<file path="config.mk">
export PLATFORM = sky130hd
export DESIGN_NAME = locked_seq_multiplier
export DESIGN_NICKNAME = d
export VERILOG_FILES = /design/src/rtl/lock_mult_pkg.sv /design/src/rtl/lock_mask_gen.sv /design/src/rtl/locked_seq_multiplier.sv
export SDC_FILE = /design/constraint.sdc
export NUM_CORES = 1
export LEC_CHECK = 0
export ABC_CLOCK_PERIOD_IN_PS = 3900
export BUFFER_PORTS_ARGS = -buffer_cell sky130_fd_sc_hd__buf_2
export CORE_MARGIN = 2
export CORE_UTILIZATION = 35
export CTS_CLUSTER_DIAMETER = 50
export DETAILED_ROUTE_END_ITERATION = 12
export GPL_TIMING_DRIVEN = 1
export PLACE_DENSITY = 0.54
export SKIP_CTS_REPAIR_TIMING = 1
export SYNTH_ARGS = -nofsm -noshare
export SYNTH_HDL_FRONTEND = slang
export SYNTH_SLANG_ARGS = --single-unit
</file>
<file path="constraint.sdc">
create_clock -name clk_i -period 3.9 [get_ports clk_i]
set_clock_uncertainty 0.2 [all_clocks]
set_input_delay 0.39 -clock clk_i [delete_from_list [all_inputs] [get_ports clk_i]]
set_output_delay 0.39 -clock clk_i [all_outputs]
set_load 0.02 [all_outputs]
</file>
<file path="src/rtl/lock_mult_pkg.sv">
// rtl/lock_mult_pkg.sv - shared FSM state type and default unlock key for the locked multiplier
package lock_mult_pkg;

  typedef enum logic [1:0] {
    ST_IDLE = 2'd0,
    ST_RUN  = 2'd1,
    ST_DONE = 2'd2
  } state_t;

  localparam logic [31:0] DEFAULT_LOCK_KEY = 32'hA5C3_0F96;

endpackage

</file>
<file path="src/rtl/lock_mask_gen.sv">
// rtl/lock_mask_gen.sv - replicates the key mismatch vector across the product width
module lock_mask_gen #(
  parameter int KEY_WIDTH = 32,
  parameter int OUT_WIDTH = 16
) (
  input  logic [KEY_WIDTH-1:0] i_mismatch,
  output logic [OUT_WIDTH-1:0] o_mask
);

  // Mask bit j takes mismatch bit (j mod KEY_WIDTH), so a short key wraps around the product.
  for (genvar j = 0; j < OUT_WIDTH; j++) begin : g_mask
    assign o_mask[j] = i_mismatch[j % KEY_WIDTH];
  end

endmodule

</file>
<file path="src/rtl/locked_seq_multiplier.sv">
// rtl/locked_seq_multiplier.sv - key-locked shift-add multiplier, one multiplier bit per cycle
module locked_seq_multiplier
  import lock_mult_pkg::*;
#(
  parameter int                   WIDTH     = 8,
  parameter int                   KEY_WIDTH = 32,
  parameter logic [KEY_WIDTH-1:0] LOCK_KEY  = KEY_WIDTH'(DEFAULT_LOCK_KEY)
) (
  input  logic                   clk_i,
  input  logic                   rst_ni,
  input  logic                   key_load_i,
  input  logic [KEY_WIDTH-1:0]   keyinput,
  input  logic                   in_valid_i,
  output logic                   in_ready_o,
  input  logic [WIDTH-1:0]       op1_i,
  input  logic [WIDTH-1:0]       op2_i,
  output logic                   out_valid_o,
  input  logic                   out_ready_i,
  output logic [2*WIDTH-1:0]     product_o,
  output logic                   key_err_o
);

  localparam int PW    = 2 * WIDTH;
  localparam int CNT_W = (WIDTH > 2) ? $clog2(WIDTH) : 1;

  state_t               r_state;
  state_t               w_state_nxt;
  logic [KEY_WIDTH-1:0] r_key_q;
  logic                 r_key_err;
  logic [PW-1:0]        r_acc;
  logic [PW-1:0]        r_mcand;
  logic [WIDTH-1:0]     r_mplier;
  logic [CNT_W-1:0]     r_cnt;
  logic                 w_last;
  logic [PW-1:0]        w_addend;
  logic [PW-1:0]        w_mask;

  assign w_last   = (r_cnt == CNT_W'(WIDTH - 1));
  assign w_addend = r_mplier[0] ? r_mcand : '0;

  lock_mask_gen #(
    .KEY_WIDTH (KEY_WIDTH),
    .OUT_WIDTH (PW)
  ) u_mask_gen (
    .i_mismatch (r_key_q ^ LOCK_KEY),
    .o_mask     (w_mask)
  );

  // State register; reset aborts any operation in flight.
  always_ff @(posedge clk_i or negedge rst_ni) begin
    if (!rst_ni) begin
      r_state <= ST_IDLE;
    end else begin
      r_state <= w_state_nxt;
    end
  end

  // Next-state logic: accept in IDLE, WIDTH run cycles, hold in DONE until consumed.
  always_comb begin
    w_state_nxt = r_state;
    case (r_state)
      ST_IDLE: if (in_valid_i)  w_state_nxt = ST_RUN;
      ST_RUN:  if (w_last)      w_state_nxt = ST_DONE;
      ST_DONE: if (out_ready_i) w_state_nxt = ST_IDLE;
      default:                  w_state_nxt = ST_IDLE;
    endcase
  end

  // Shift-add datapath: multiplicand shifts left, multiplier shifts right, LSB gates the add.
  always_ff @(posedge clk_i or negedge rst_ni) begin
    if (!rst_ni) begin
      r_acc    <= '0;
      r_mcand  <= '0;
      r_mplier <= '0;
      r_cnt    <= '0;
    end else begin
      case (r_state)
        ST_IDLE: begin
          if (in_valid_i) begin
            r_mcand  <= {{WIDTH{1'b0}}, op1_i};
            r_mplier <= op2_i;
            r_acc    <= '0;
            r_cnt    <= '0;
          end
        end
        ST_RUN: begin
          r_acc    <= r_acc + w_addend;
          r_mcand  <= r_mcand << 1;
          r_mplier <= r_mplier >> 1;
          if (!w_last) begin
            r_cnt <= r_cnt + CNT_W'(1);
          end
        end
        default: begin
        end
      endcase
    end
  end

  // Key register: loads only in IDLE; a load attempt while busy is refused and flagged for one cycle.
  always_ff @(posedge clk_i or negedge rst_ni) begin
    if (!rst_ni) begin
      r_key_q   <= '0;
      r_key_err <= 1'b0;
    end else begin
      r_key_err <= key_load_i && (r_state != ST_IDLE);
      if (key_load_i && (r_state == ST_IDLE)) begin
        r_key_q <= keyinput;
      end
    end
  end

  assign in_ready_o  = (r_state == ST_IDLE);
  assign out_valid_o = (r_state == ST_DONE);
  assign product_o   = (r_state == ST_DONE) ? (r_acc ^ w_mask) : '0;
  assign key_err_o   = r_key_err;

endmodule

</file>
==> run metrics, run 1 <==
outcome=completed; post-DP HPWL=5090 µm; 1st-pass router iterations=4; final setup violation count=0; syn_area_per_cell=just over 10 µm²; nets=around 470; Slew Limit Fails=0; Die Span Y=about 100 µm; critical path class=reg2reg; via density per instance=4.78; gr usage total=between 10% and 20%; CTS Root Buffer Type=clkbuf_8; DRC errors left=0; CP arrival=between 3 and 4 ns; ys async rst share=100%; crit start category=flop; worst min path class=in2async; setup_tns=0 ns; die area=0.0107 mm²; die width=104 µm; core area=between 0.009 and 0.01 mm²; crit path cell chain=and2_1, ha_1, inv_1, fa_1, nor2b_1, o21a_1, o21ai_0, a21oi_1, a41oi_1, xor2_1, o21ai_0; row count=36; CP Launch Point=r_mplier[0]; CP Capture Type=flop; # IOs=just over 70; Synth Area in Adders=roughly 6.7%; sw power=1.15 mW; Static Leakage=1.93 nW; starting density of the core=35.8%; fraction of synthesized area in multiplexers=9.84%; Critical Path End=r_acc[12]; clock tree sinks=62; leading area contributor after synthesis=dfrtp_1; Reg clk slew, reported paths=approximately 0.070 ns; final worst path period need=roughly 3.0 ns; Top FF cell, synth=dfrtp_1; period utilization=between 70% and 80%; Critical Path Most Common Cell=o21ai_0; Comb power frac=a little over two fifths; Compound-Gate Fraction of Synth Area=between 10% and 20%; first-pass GRT wire length=approximately 12,000 µm; commonest non-fill, non-tap cells in the layout=62 x dfrtp_1, 55 x buf_2, 41 x nand2_1; smallest setup slack after layout=between 0.9 and 1 ns; delay-heaviest family, CP=compound AO/OA/AOI/OAI gates; WL final=slightly above 7000 µm; H-tree Lvls=3; setup repair after global routing missed its margin=no; cell area after synthesis=approximately 0.0035 mm²; DR iter-0 viols=90; simple-gate portion of the synthesized area=roughly an eighth; initial antenna violation count=0; Buf/Inv on CP=1; number of synthesized flops with an enable pin=0; clk_lat worst skew=between 0.3 and 0.4 ns; layout cells sized above 1=between 20% and 30%; Sw Ratio=between 30% and 40%; sequential power share=between 30% and 40%; combinational family with the most area after synthesis=compound AO/OA/AOI/OAI gates; reg2reg start=r_mplier[0]; CTS tree=built; Final Hold Viols=0; logic depth of the worst path, buffers included=11; pre-CTS setup slack=~0.97 ns; PD cells=743 mW/mm²; Max stage delay on crit path=just over 0.6 ns; Max Cap Viol=0; fmax=0.339 GHz; Synth area leaders=dfrtp_1 45%, ha_1 6.1%, mux2_2 5.5%, o21ai_0 4.8%, nand2_1 4.4%; Vias=around 2.6k; vias in the first global route=approximately 2.6k; YS warnings=0; crit path max-delay cell type=dfrtp_1; cell count after synthesis=about 340; total CTS buffers=9; clock share of power=19.4%; worst reg2reg path depth=11; register area share after synthesis=44.7%; Cell variety after synth=40; gp weighted congestion=between 0.8 and 0.9; Mapped Nets=approximately 410; Placed Cells incl. Taps=between 500 and 600; Worst Path Max Fanout=18; Seq cells post-synth=62; GRT overflow=0; buffer depth of the longest clock path=2; RR Endpoint=r_acc[12]; Synth-to-Final Area Change=17.6%; WP data required=3.96 ns; Synth Area in XOR/XNOR=just under 7%; Avg WL per Cell=approximately 13 µm; IO Port Bufs=55; slack of the worst reg-to-reg path=between 0.9 and 1 ns; Peak supply drop=~0.35 mV; Slew headroom=~25%; final cell count without fillers=roughly 530; Antenna Cells=0; Worst Tran Pin Value=1.13 ns; largest net degree at the start of global routing=63; commonest non-fill, non-tap cell in the layout=dfrtp_1; Final ANT Viol Nets=0; WHS=roughly 0.0012 ns; internal power=around 1.9 mW; share of the synthesized area in the top cell type=between 40% and 50%
## area by class of cell
| cell class | count | area, µm² |
|---|---|---|
| clock buffers | 11 | 151 |
| flip-flops and latches | 62 | 1550 |
| well taps | 133 | 166 |
| repair buffers | 57 | 290 |
| fillers | 974 | 5600 |
| inverters | 7 | 26.3 |
| clock inverters | 5 | 57.6 |
| multi-input cells | 259 | 1840 |
## kinds of logic after synthesis
group / after synthesis
fa+ha+maj: 18
mux: 32
buf+inv: 22
simple gates: 98
compound gates: 84
xor+xnor: 27
flops: 62
## power by group through the flow
stage / registers [mW] / logic (mW) / clock network, mW
detailed placement: 1.19 / 1.29 / 0
finish: 1.17 / 1.27 / 0.587
floorplan: 1.11 / 1.07 / 0
CTS: 1.18 / 1.29 / 0.607
global route: 1.22 / 1.45 / 0.636
global placement: 1.18 / 1.26 / 0
## Yosys cell counts (3+ instances only)
| master | count |
|---|---|
| dfrtp_1 | 62 |
| nand2_1 | 41 |
| o21ai_0 | 33 |
| nor2_1 | 25 |
| ha_1 | 17 |
| mux2_2 | 17 |
| and2_1 | 16 |
| mux2i_1 | 15 |
| xor2_1 | 14 |
| xnor2_1 | 13 |
| a21oi_1 | 12 |
| a22o_1 | 11 |
| clkbuf_1 | 10 |
| inv_1 | 7 |
| nor2b_1 | 6 |
| a21o_1 | 4 |
| buf_2 | 4 |
| nand3_1 | 4 |
| nand2b_1 | 3 |
| o211ai_1 | 3 |
| o21a_1 | 3 |
## metrics by stage
| stage | util (%) | instance area [µm²] | power (mW) |
|---|---|---|---|
| final | 42.1 | 4080 | 3.03 |
| after global routing | 42.1 | 4080 | 3.30 |
| after detailed placement | 40.0 | 3870 | 2.48 |
| after CTS | 42.1 | 4080 | 3.08 |
| after floorplan | - | 3470 | 2.18 |
| after global placement | 40.0 | 3870 | 2.44 |
## flip-flops by register name, summed over array words and instances, names as in the netlist
signal / flops
r_cnt: 3
r_mplier: 8
r_mcand: 16
key_err_o: 1
r_acc: 16
r_key_q: 16
r_state: 2
## worst min-delay path by stage
stage / cells after the start / from / to / slack (ns)
2_1_floorplan: 0 / rst_ni / key_err_o / -0.11
3_3_place_gp: 2 / r_mplier[1] / r_mplier[1] / 0.26
3_5_place_dp: 2 / r_mplier[1] / r_mplier[1] / 0.27
4_1_cts: 2 / out_ready_i / r_state[1] / 0.03
5_1_grt: 2 / out_ready_i / r_state[1] / 0.05
6_report: 2 / rst_ni / r_mplier[5] / 0.001
## per-layer routing
| layer | global-route usage [%] | up-vias | share of wire [%] | wire length, µm |
|---|---|---|---|---|
| met1 | 19.5 | 1191 | 51 | 3610 |
| met3 | 3.59 | 11 | 4.1 | 290 |
| li1 | - | 1303 | - | - |
| met2 | 21.9 | 49 | 43 | 3070 |
| met5 | 0 | - | 0 | 0 |
| met4 | 5.79 | 0 | 1.8 | 129 |
## worst register-to-register path, delay by kind of cell (launching register included)
family | cells | cell delay (ns)
and+or+nand+nor | 2 | 0.33
DFF | 1 | 0.61
xor gates and xnor gates | 1 | 0.18
adders and majority gates | 2 | 0.60
buffers and inverters | 1 | 0.07
AOI/OAI and AO/OA | 5 | 0.89
(Power assumes the default switching activity.)
==> inputs of run 2 (changes only) <==
--- a/config.mk
+++ b/config.mk
@@ -5,7 +5,8 @@
 export SDC_FILE = /design/constraint.sdc
 export NUM_CORES = 1
 export LEC_CHECK = 0
-export ABC_CLOCK_PERIOD_IN_PS = 3900
+export ABC_AREA = 1
+export ABC_CLOCK_PERIOD_IN_PS = 2950
 export BUFFER_PORTS_ARGS = -buffer_cell sky130_fd_sc_hd__buf_2
 export CORE_MARGIN = 2
 export CORE_UTILIZATION = 35
==> constraint.sdc (replaced) <==
create_clock -name clk_i -period 2.95 [get_ports clk_i]
set_clock_uncertainty 0.2 [all_clocks]
set_input_delay 0.295 -clock clk_i [delete_from_list [all_inputs] [get_ports clk_i]]
set_output_delay 0.295 -clock clk_i [all_outputs]
set_load 0.02 [all_outputs]
==> run 2 against run 1 <==
The run now ends with hold timing left. Global-route usage rose by 1.9 points. Combinational power up 79%. Final cell count is 31% higher. Die area increased by 8.7%. Register-to-register slack worse by 0.41 ns. Total power grew 48%.
==> run metrics, run 2 <==
ys async rst share=100% (unchanged); DR iter-0 viols=114 (+27%); final worst path period need=2.41 ns (-0.539 ns); H-tree Lvls=3 (unchanged); Sw Ratio=45.2% (+7.3 points); gp weighted congestion=0.839 (+3.6%); Worst Tran Pin Value=0.726 ns (-0.401 ns); Synth area leaders=dfrtp_1 41%, nand2_1 14%, inv_1 8.8%, ha_1 5.6%, o21ai_0 5.6%; setup repair after global routing missed its margin=no; WP data required=2.99 ns (-0.97 ns); sw power=2.03 mW (+77%); commonest non-fill, non-tap cells in the layout=140 x nand2_1, 89 x inv_1, 62 x dfrtp_1; core area=0.0104 mm² (+7.6%); Cell variety after synth=28 (-30%); dpl cell area=0.00416 mm² (+7.3%); Synth-to-Final Area Change=19.5%; commonest cells in the netlist=140 x nand2_1, 89 x inv_1, 62 x dfrtp_1; Antenna Cells=0 (unchanged); CTS tree=built; Worst Path Max Fanout=17 (-1); sequential power share=34.9% (-3.8 points); outcome=finished, violations left; DRC errors left=0 (unchanged); Mapped Nets=559 (+35%); failing checks=hold timing; WL final=8640 µm (+22%); total CTS buffers=9 (unchanged); internal power=2.46 mW (+31%); number of synthesized flops with an enable pin=0 (unchanged); cell count after synthesis=488 (+42%); final instance area=0.00452 mm² (+11%); critical path class=reg2reg; period utilization=81.8% (+6.1 points); smallest setup slack after layout=0.538 ns (-0.411 ns); Comb power frac=50.6% (+8.6 points); commonest non-fill, non-tap cell in the layout=nand2_1; buffer depth of the longest clock path=2 (unchanged); largest net degree at the start of global routing=39 (-38%); CP arrival=2.45 ns (-0.56 ns); WHS=-0.00287 ns (-0.00403 ns); Static Leakage=2.53 nW (+31%); clock share of power=14.6% (-4.8 points); final cell count without fillers=702 (+31%); vias in the first global route=3,115 (+21%); row count=37 (+2.8%); setup_tns=0 ns (unchanged); largest registers=r_acc (16), r_key_q (16), r_mcand (16); CP Capture Type=flop; die width=108 µm (+4.2%); initial antenna violation count=0 (unchanged); nets=634 (+36%); Seq cells post-synth=62 (unchanged); Slew Limit Fails=0 (unchanged); Top FF cell, synth=dfrtp_1; syn_area_per_cell=7.75 µm² (-23%); fmax=0.415 GHz (+22%); gr usage total=16.2% (+1.9 points); worst min path class=in2reg; IO Port Bufs=55 (unchanged); layout cells sized above 1=17.0% (-7.5 points); crit start category=flop; Reg clk slew, reported paths=0.07 ns (about the same); pre-CTS setup slack=0.514 ns (-0.457 ns); Final Util=43.4% (+1.2 points); CTS Root Buffer Type=clkbuf_8; register area share after synthesis=41.0% (-3.7 points); Final Hold Viols=1 (+1); die area=0.0117 mm² (+8.7%); YS warnings=0 (unchanged); clk_lat worst skew=0.35 ns (about the same); # IOs=72 (unchanged); first-pass GRT wire length=14,600 µm (+19%); via density per instance=4.67 (-2.4%); leading area contributor after synthesis=dfrtp_1; share of the synthesized area in the top cell type=41.0% (-3.7 points); count leader, synth=nand2_1; Die Span Y=108 µm (+4.2%); Avg WL per Cell=12.3 µm (-7.4%); Peak supply drop=0.451 mV (+27%); 1st-pass router iterations=4 (unchanged); GRT overflow=0 (unchanged); clock tree sinks=62 (unchanged); starting density of the core=36.3% (+0.49 points); final setup violation count=0 (unchanged); total power=4.49 mW (+48%); cell area after synthesis=0.00378 mm² (+9.0%); Final ANT Viol Nets=0 (unchanged); Slew headroom=51.6% (+27 points); Max Cap Viol=0 (unchanged); Vias=3,276 (+28%); PD cells=994 mW/mm² (+34%); Placed Cells incl. Taps=668 (+29%); post-DP HPWL=6270 µm (+23%)
run 2: power by group through the flow:
stage | logic [mW] | registers (mW) | clock network (mW)
floorplan | 1.92 | 1.47 | 0
global placement | 2.24 | 1.57 | 0
detailed placement | 2.28 | 1.59 | 0
CTS | 2.29 | 1.57 | 0.681
global route | 2.66 | 1.63 | 0.716
finish | 2.27 | 1.57 | 0.655
run 2: cell type report:
type                       instances  area (µm²)
clock buffer                      10         138
clock inverter                     4        25.0
fill                            1065        5900
inverter                          92         345
multi-input combinational        320        1780
sequential                        62        1550
tap                              136         170
timing repair buffer              78         510
run 2: cell families (layout without fill, tap and decap cells):
family,after synthesis,after routing,share of synthesized area (%)
compound gates,94,94,13.8
flops,62,62,41.0
mux,16,16,5.76
xor+xnor,2,2,0.463
fa+ha+maj,18,18,6.15
buf+inv,106,184,11.9
simple gates,190,190,20.9
run 2: worst paths after layout:
check	from	endpoint	slack, ns	cells after the start
max	r_mplier[0]	r_acc[12]	0.54	13
min	op2_i[7]	r_mplier[7]	-0.003	3
max reg2reg	r_mplier[0]	r_acc[12]	0.54	13
min reg2reg	r_cnt[0]	r_cnt[0]	0.31	1
max in group asynchronous	rst_ni	r_cnt[2]	1.57	3
min in group asynchronous	rst_ni	r_key_q[11]	0.34	2
run 2: critical path: stages, from the launching register on:
cell,delay [ns]
dfrtp_1,0.65
nand2_1,0.09
inv_1,0.07
ha_1,0.18
inv_1,0.06
fa_1,0.39
inv_1,0.09
nand3_1,0.07
nand3_1,0.15
nand3_1,0.12
nand3_1,0.08
nand2_1,0.05
nand3_1,0.07
nand2_1,0.05
run 2: per-layer routing:
layer	track usage [%]	vias to the layer above	routed length [µm]
met5	0	-	0
met4	6.32	0	155
met3	3.38	12	281
met2	26.7	52	4140
met1	20.8	1493	4070
li1	-	1719	-
